==> src/rtl/mic2941_shdwn_seq_pkg.sv <==
// Shared state encoding and default timing for the MIC2941 shutdown sequencer.
package mic2941_seq_pkg;

   localparam logic [2:0] ST_OFF     = 3'd0;
   localparam logic [2:0] ST_RAMP    = 3'd1;
   localparam logic [2:0] ST_ON      = 3'd2;
   localparam logic [2:0] ST_COOL    = 3'd3;
   localparam logic [2:0] ST_LOCKOUT = 3'd4;

   localparam int unsigned T_SETTLE_DEF   = 1000;
   localparam int unsigned T_DEBOUNCE_DEF = 16;
   localparam int unsigned T_COOL_DEF     = 4096;
   localparam int unsigned MAX_RETRY_DEF  = 3;
   localparam int unsigned CNT_W_DEF      = 16;
   localparam int unsigned RETRY_W_DEF    = 2;

endpackage

==> src/rtl/mic2941_shdwn_seq_pgood_filter.sv <==
// Two-flop synchronizer on the raw PGOOD comparator followed by a
// consecutive-sample debounce; pg_f only moves after T_DEBOUNCE agreeing samples.
module pgood_filter #(
   parameter int unsigned T_DEBOUNCE = 16
) (
   input  logic clk,
   input  logic rst,
   input  logic pgood,
   output logic pg_f
);

   localparam int unsigned DW = (T_DEBOUNCE > 1) ? $clog2(T_DEBOUNCE) : 1;
   localparam logic [DW-1:0] DB_LAST = DW'(T_DEBOUNCE - 1);
   localparam logic [DW-1:0] DB_ONE  = DW'(1);

   logic          s1, s2;
   logic [DW-1:0] cnt;

   always_ff @(posedge clk) begin
      if (rst) begin
         s1   <= 1'b0;
         s2   <= 1'b0;
         cnt  <= '0;
         pg_f <= 1'b0;
      end else begin
         s1 <= pgood;
         s2 <= s1;
         // any agreeing sample restarts the run of mismatches
         if (s2 == pg_f) begin
            cnt <= '0;
         end else if (cnt == DB_LAST) begin
            pg_f <= s2;
            cnt  <= '0;
         end else begin
            cnt <= cnt + DB_ONE;
         end
      end
   end

endmodule

==> src/rtl/mic2941_shdwn_seq.sv <==
// Sequencer for the MIC2941 SHDWN pin: ramp, supervise, cool-down/retry and
// lockout. Outputs are registered and decoded from the next state.
module mic2941_shdwn_seq
   import mic2941_seq_pkg::*;
#(
   parameter int unsigned T_SETTLE   = T_SETTLE_DEF,
   parameter int unsigned T_DEBOUNCE = T_DEBOUNCE_DEF,
   parameter int unsigned T_COOL     = T_COOL_DEF,
   parameter int unsigned MAX_RETRY  = MAX_RETRY_DEF,
   parameter int unsigned CNT_W      = CNT_W_DEF,
   parameter int unsigned RETRY_W    = RETRY_W_DEF
) (
   input  logic               CLK,
   input  logic               RESET,
   input  logic               ENABLE,
   input  logic               PGOOD,
   output logic               SHDWN,
   output logic               RAIL_OK,
   output logic               FAULT,
   output logic [RETRY_W-1:0] RETRY_CNT
);

   localparam logic [CNT_W-1:0]   SETTLE_LAST = CNT_W'(T_SETTLE - 1);
   localparam logic [CNT_W-1:0]   COOL_LAST   = CNT_W'(T_COOL - 1);
   localparam logic [CNT_W-1:0]   TMR_ONE     = CNT_W'(1);
   localparam logic [RETRY_W-1:0] RETRY_ONE   = RETRY_W'(1);
   localparam logic [RETRY_W-1:0] RETRY_SAT   = '1;
   localparam logic [RETRY_W-1:0] RETRY_LIM   = RETRY_W'(MAX_RETRY);

   logic [2:0]         state, nxt;
   logic [CNT_W-1:0]   timer, timer_nxt;
   logic [RETRY_W-1:0] retry_nxt, retry_inc;
   logic               pg_f;

   pgood_filter #(.T_DEBOUNCE(T_DEBOUNCE)) u_filt (
      .clk   (CLK),
      .rst   (RESET),
      .pgood (PGOOD),
      .pg_f  (pg_f)
   );

   assign retry_inc = (RETRY_CNT == RETRY_SAT) ? RETRY_CNT : RETRY_CNT + RETRY_ONE;

   always_comb begin
      nxt       = state;
      timer_nxt = timer;
      retry_nxt = RETRY_CNT;
      if (!ENABLE) begin
         nxt       = ST_OFF;
         timer_nxt = '0;
         retry_nxt = '0;
      end else begin
         case (state)
            ST_OFF: begin
               nxt       = ST_RAMP;
               timer_nxt = '0;
            end
            ST_RAMP: begin
               // success is checked first so a last-cycle power-good still wins
               if (pg_f) begin
                  nxt       = ST_ON;
                  timer_nxt = '0;
               end else if (timer == SETTLE_LAST) begin
                  nxt       = ST_COOL;
                  timer_nxt = '0;
                  retry_nxt = retry_inc;
               end else begin
                  timer_nxt = timer + TMR_ONE;
               end
            end
            ST_ON: begin
               if (!pg_f) begin
                  nxt       = ST_COOL;
                  timer_nxt = '0;
                  retry_nxt = retry_inc;
               end else if (timer == COOL_LAST) begin
                  retry_nxt = '0;
               end else begin
                  timer_nxt = timer + TMR_ONE;
               end
            end
            ST_COOL: begin
               if (timer == COOL_LAST) begin
                  nxt       = (RETRY_CNT >= RETRY_LIM) ? ST_LOCKOUT : ST_RAMP;
                  timer_nxt = '0;
               end else begin
                  timer_nxt = timer + TMR_ONE;
               end
            end
            ST_LOCKOUT: nxt = ST_LOCKOUT;
            default:    nxt = ST_OFF;
         endcase
      end
   end

   always_ff @(posedge CLK) begin
      if (RESET) begin
         state     <= ST_OFF;
         timer     <= '0;
         SHDWN     <= 1'b1;
         RAIL_OK   <= 1'b0;
         FAULT     <= 1'b0;
         RETRY_CNT <= '0;
      end else begin
         state     <= nxt;
         timer     <= timer_nxt;
         SHDWN     <= !((nxt == ST_RAMP) || (nxt == ST_ON));
         RAIL_OK   <= (nxt == ST_ON);
         FAULT     <= (nxt == ST_LOCKOUT);
         RETRY_CNT <= retry_nxt;
      end
   end

endmodule

==> config.mk <==
export PLATFORM = sky130hd
export DESIGN_NAME = mic2941_shdwn_seq
export DESIGN_NICKNAME = d
export VERILOG_FILES = /design/src/rtl/mic2941_shdwn_seq_pkg.sv /design/src/rtl/mic2941_shdwn_seq_pgood_filter.sv /design/src/rtl/mic2941_shdwn_seq.sv
export SDC_FILE = /design/constraint.sdc
export NUM_CORES = 1
export LEC_CHECK = 0
export CORE_MARGIN = 1
export CORE_UTILIZATION = 25
export CTS_CLUSTER_SIZE = 8
export DETAILED_ROUTE_END_ITERATION = 6
export DONT_BUFFER_PORTS = 1
export PLACE_DENSITY = 0.4
export SLEW_MARGIN = 20
export SYNTH_ARGS = -nofsm -noshare
export SYNTH_HDL_FRONTEND = slang
export SYNTH_SLANG_ARGS = --single-unit
export TNS_END_PERCENT = 1
==> constraint.sdc <==
create_clock -name CLK -period 5.3 [get_ports CLK]
set_input_delay 0.795 -clock CLK [delete_from_list [all_inputs] [get_ports CLK]]
set_output_delay 0.795 -clock CLK [all_outputs]
set_load 0.005 [all_outputs]
==> flow_summary.toml <==
[power_and_ir_drop]
swShare_pct = 19.8
peakVddDrop_mv = 0.106
power.density_nw_per_um2 = 276
p_sw_w = 0.0000963
seq_power_share_pct = 48.6
internal_power_w = 0.000391
p_total_w = 0.000487
clockPowerShare_pct = 49.3
power_frac_comb_pct = 2.0
power.leakage_nw = 0.576

[sta]
slew_headroom_pct = 34.0
fin_crit_sh_pct = 51.4
rsz0062_at_grt = "no"
hold_violations = 0
period_needed_ns = 2.72
max_freq_mhz = 367
finalSetupViolations = 0
maxSlewViolCount = 0
fin_setup_tns_ns = 0
fin_skew_ns = 0.00552
tightest_slew_ns = 0.980

[logic_synthesis]
syn-num-nets = 194
syn_avg_cell_area_um2 = 8.65
yosysSeqAreaShare_pct = 38.2
async_reset_ff_share_pct = 0
synth_mux_area_share_pct = 0.616
synth.cell_area_um2 = 1630
synthXorXnorAreaFrac_pct = 6.47
synth_edf_count = 0
synthCells = 188
ys_warn_count = 0
yosys_register_bits = 31
synth_compound_area_share_pct = 17.9
synth_top_flop_cell = "dfxtp_1"
synth.distinct_cells = 51
yosys.area_share.simple_pct = 28.6
synthAdderAreaFrac_pct = 1.54
synth_top_family_by_area = "simple AND/OR/NAND/NOR gates"

[setup_path]
crit_type = "reg2reg"
cp-end-kind = "register"
setup.worst_path.start_class = "register"
crit_path_max_fanout = 12
cp.arrival_ns = 2.90
required_ns = 5.47

[detailed_routing]
postRouteWirelength_um = 3550
vias = 1326
drt-vias-per-instance = 5.02
drtPass1Iterations = 4
drtAntennaViolNets = 0
drc = 0
drt-initial-drc-count = 54
routedWlPerCell_um = 13.4

[floorplanning]
die_y_um = 82.6
die_area_um2 = 6830
die_w_um = 82.6
initial_core_util_pct = 25.7
ios = 9
coreArea_um2 = 6310
fp-row-count = 29

[final_layout]
antenna_cells = 0
layout.nets = 192
final_common_cell = "dfxtp_1"
area_growth_pct = 8.70
final_cell_mix = "dfxtp_1, nor2_1, nand3_1"
multi_input_area_um2 = 895
n_fill_cell = 717
drive_gt1_share_pct = 10.2
seqCellArea_um2 = 621

[cts]
clock-root-buffer = "clkbuf_8"
cts_buffers = 5
clk_pin_slew_ns = 0.07
cts_max_path_buffers = 2
post-cts-setup-buffers = 0
holdBufCountCts = 0
htreeDepth = 2
cts_resized = 0
clock_latency_ns = 0.28
cts_sinks = 31
cts_tree = "built"

[placed_design]
gp_routability_congestion = 0.713
hpwlAfterDp_um = 2500
port_buffers = 0

[grt]
grt_max_degree = 24
antenna_found_initial = 0
groute.usage.overall_pct = 11.5
grt_pass1_vias = 1223
grt_pass1_wl_um = 5840
grt-ovfl-total = 0

[job]
maxCapViolations = 0

[hold_path]
holdCritPathClass = "reg2reg"

[run_status]
outcome = "completed"
synthesized netlist by cell type (2+ instances only):
cell      instances  share of area [%]
dfxtp_1          31                 38
nor2_1           24                5.5
nand3_1          12                3.7
o21ai_0          10                3.1
xor2_1            9                4.9
a21oi_1           7                2.2
nand4_1           7                2.7
inv_1             6                1.4
nand2_1           6                1.4
nor2b_1           5                1.9
clkbuf_1          4               0.92
nor3_1            4                1.2
or4_1             4                1.8
and3_1            3                1.2
clkbuf_8          3                2.5
nand2b_1          3                1.2
nor3b_1           3                1.4
o211ai_1          3                1.4
o31ai_1           3                1.4
xnor2_1           3                1.6
buf_6             2                1.4
ha_1              2                1.5
nor4_1            2               0.77
o21a_1            2               0.92
o21bai_1          2               0.92
or2_2             2               0.77
or3_1             2               0.77
worst max-delay path: stages (launching register included):
cell and delay (ns):
dfxtp_1 0.48, or4b_1 0.46, nor4_1 0.84, nor2_1 0.12, o41ai_2 0.30, buf_4 0.24, o21ba_2 0.17
registers in the layout, indices dropped and copies added (netlist names):
register     cells
FAULT            1
RAIL_OK          1
RETRY_CNT        2
SHDWN            1
state            3
timer           16
u_filt.cnt       4
u_filt.pg_f      1
u_filt.s1        1
u_filt.s2        1
area by class of cell:
type	instances	area share, %
multi-input cells	140	50.6
flip-flops and latches	31	35.1
well taps	77	5.45
clock buffers	6	4.67
clock inverters	2	1.98
inverters	6	1.27
repair buffers	2	0.850
logic make-up (layout without fill, tap and decap cells):
kind of cell / Yosys count / in the layout
AND/OR/NAND/NOR: 84 / 84
AO/OA/AOI/OAI: 41 / 41
flip-flops: 31 / 31
buffers and inverters: 17 / 16
XOR/XNOR: 12 / 12
adder cells (fa/ha/maj): 2 / 2
multiplexers: 1 / 1
final timing paths:
check                            endpoint  cells past startpoint  slack (ns)  startpoint
worst max-delay path            timer[11]                      6        2.58    timer[2]
worst min-delay path            u_filt.s2                      1        0.44   u_filt.s1
worst max register to register  timer[11]                      6        2.58    timer[2]
worst min register to register  u_filt.s2                      1        0.44   u_filt.s1
power groups by stage:
stage | clock (W) | combinational, W | sequential (W)
after global placement | 0 | 0.0000103 | 0.000242
after detailed placement | 0 | 0.0000100 | 0.000242
after CTS | 0.000252 | 0.0000101 | 0.000237
final | 0.000240 | 0.00000988 | 0.000237
after floorplan | 0 | 0.0000106 | 0.000241
after global routing | 0.000260 | 0.0000112 | 0.000237
metal layers:
metal / track usage, % / up-vias / part of all wire (%)
met1: 15.6 / 626 / 51
met2: 17.1 / 17 / 45
met3: 3.08 / 7 / 2.7
met5: 0 / - / 0
li1: - / 676 / -
met4: 4.66 / 0 / 1.7
metrics by stage:
stage,hold WS (ns),instance area (um^2),std cells,utilization [%],setup slack [ns]
4_1_cts,0.449,1770,264,28.0,2.54
2_1_floorplan,0.414,1630,188,-,3.04
3_3_place_gp,0.425,1650,256,26.1,2.55
5_1_grt,0.469,1770,264,28.0,2.34
6_report,0.441,1770,264,28.0,2.58
3_5_place_dp,0.432,1650,256,26.1,2.55
No activity file was read; power rests on OpenSTA's default activity.
==> RTL change: new RTL, same settings <==
Make the reset (`RESET` and `rst`) asynchronous in 2 clocked blocks.
--- a/src/rtl/mic2941_shdwn_seq_pgood_filter.sv
+++ b/src/rtl/mic2941_shdwn_seq_pgood_filter.sv
@@ -18,3 +18,3 @@
 
-   always_ff @(posedge clk) begin
+   always_ff @(posedge clk or posedge rst) begin
       if (rst) begin
--- a/src/rtl/mic2941_shdwn_seq.sv
+++ b/src/rtl/mic2941_shdwn_seq.sv
@@ -95,3 +95,3 @@
 
-   always_ff @(posedge CLK) begin
+   always_ff @(posedge CLK or posedge RESET) begin
       if (RESET) begin
Formal check against the unedited RTL: differs if RESET is asserted again (counterexample within 4 cycles, from zero or initial values and one cycle with RESET high); with RESET held inactive, the same outputs for 10 cycles.
==> RTL change against the unedited design <==
Routed wire length up 10%; area after synthesis rose by 14%; cell count rose by 14%; global-route usage about the same; utilization up 0.22 points; sequential cell count unchanged; design area grew 15%; worst setup slack gained 0.40 ns; non-clock buffer count decreased by 1; critical path depth unchanged; critical endpoint is now timer[12]$_DFFE_PP0P_.
Power is not compared: it rests on default switching activity, and its combinational part moved more than twofold at a synthesized area within 25%.
==> RTL change: results (changes against the unedited design) <==
* Area of the multi-input gates at 952.2 um2 (+6.4%)
* Biggest regs: timer: 16 flops, u_filt.cnt: 4 flops, state: 3 flops
* GRT Total Usage at 0.1150 (about the same)
* Top cells by count, synth: dfrtp_1 (30), o21ai_0 (23), nor2_1 (20)
* Critical Path Max Stage Delay at 0.80 ns (-0.04 ns)
* NetSw at 0.0001201 W
* Worst setup EP type: flip-flop
* Synth unique cells at 47 (-7.8%)
* Status: complete, no violations
* Hold_sp: u_filt.s1$_DFF_PP0_
* Gate Count Post-Synth at 201 (+6.9%)
* Worst r2r dst: timer[12]$_DFFE_PP0P_
* Placed Cells incl. Taps at 294 (+15%)
* Sequential element share of the synthesized area at 0.4179 (+0.03607)
* Largest net degree at the start of global routing at 32 (+33%)
* Vias per cell at 4.632 (-7.8%)
* HPWL after detailed placement at 2698 um (+7.9%)
* Final GP Congestion at 0.7560 (+6.1%)
* Number of non-clock inverters in the layout at 15 (+9)
* FF-to-FF setup slack at 2.97 ns (+0.40 ns)
* ClkCell Share at 0.05781 (-0.008762)
* Antenna violations before repair at 0 (unchanged)
* Register area at 777.0 um2 (+25%)
* Final hold slack at 0.3509 ns (-0.09008 ns)
* First-pass GRT wire length at 6872 um (+18%)
* Initial DRC Count at 39 (-28%)
* Achievable Freq at 429.9 MHz (+17%)
* Drt wl/cell at 12.93 um (-3.8%)
* Worst rel slew slack at 0.3982 (+0.05792)
* Vias in the first global route at 1389 (+14%)
* Mapped Nets at 207 (+6.7%)
* Placed cell area at 0.001917 mm2 (+16%)
* Fillers at 801 (+12%)
* Worst EP arrival at 2.52 ns (-0.38 ns)
* Post-synth ARST share at 1.000 (+1.000)
* Worst Clk Skew at 0.006065 ns (+0.0005499 ns)
* Non-CTS buffers at 1 (-1)
* Multi-input gates at 148 (+5.7%)
* Reg2reg start: timer[0]$_DFFE_PP0P_
* Synth top area cells: dfrtp_1 (40%), o21ai_0 (6.2%), a22oi_1 (4.0%)
* Worst Hold Depth at 0 (-1)
* Pwr per Cell Area at 260.6 mW/mm2
* DR vias at 1399 (+5.5%)
* Crit-path max FO at 27 (+15)
* Hold Path Sink: u_filt.s2$_DFF_PP0_
* Layout cell share with drive strength beyond 1 at 0.1379 (+0.03633)
* Worst Setup SP: timer[0]$_DFFE_PP0P_
RTL change: changes by cell type in the layout (fill, tap and decap cells not counted), moves of 4 or more:
cell / delta
dfxtp_1: -31
dfrtp_1: +30
o21ai_0: +13
nand2_1: +12
a22oi_1: +10
inv_1: +9
xor2_1: -9
o21bai_1: +8
nand4_1: -5
nor2_1: -4
or4_1: -4
RTL change: cell families after synthesis:
group                      synth area share
buffers and inverters               0.06998
xor gates and xnor gates           0.009423
adders and majority gates           0.01346
AOI/OAI and AO/OA                    0.2315
muxes                               0.01144
DFF                                  0.4179
and+or+nand+nor                      0.2463
RTL change: layer usage:
layer / vias to the layer above / track usage / part of all wire
li1: 719 / - / -
met1: 659 / 0.1563 / 0.49
met2: 17 / 0.1783 / 0.47
met3: 4 / 0.03078 / 0.028
met4: 0 / 0.03519 / 0.0097
met5: - / 0 / 0
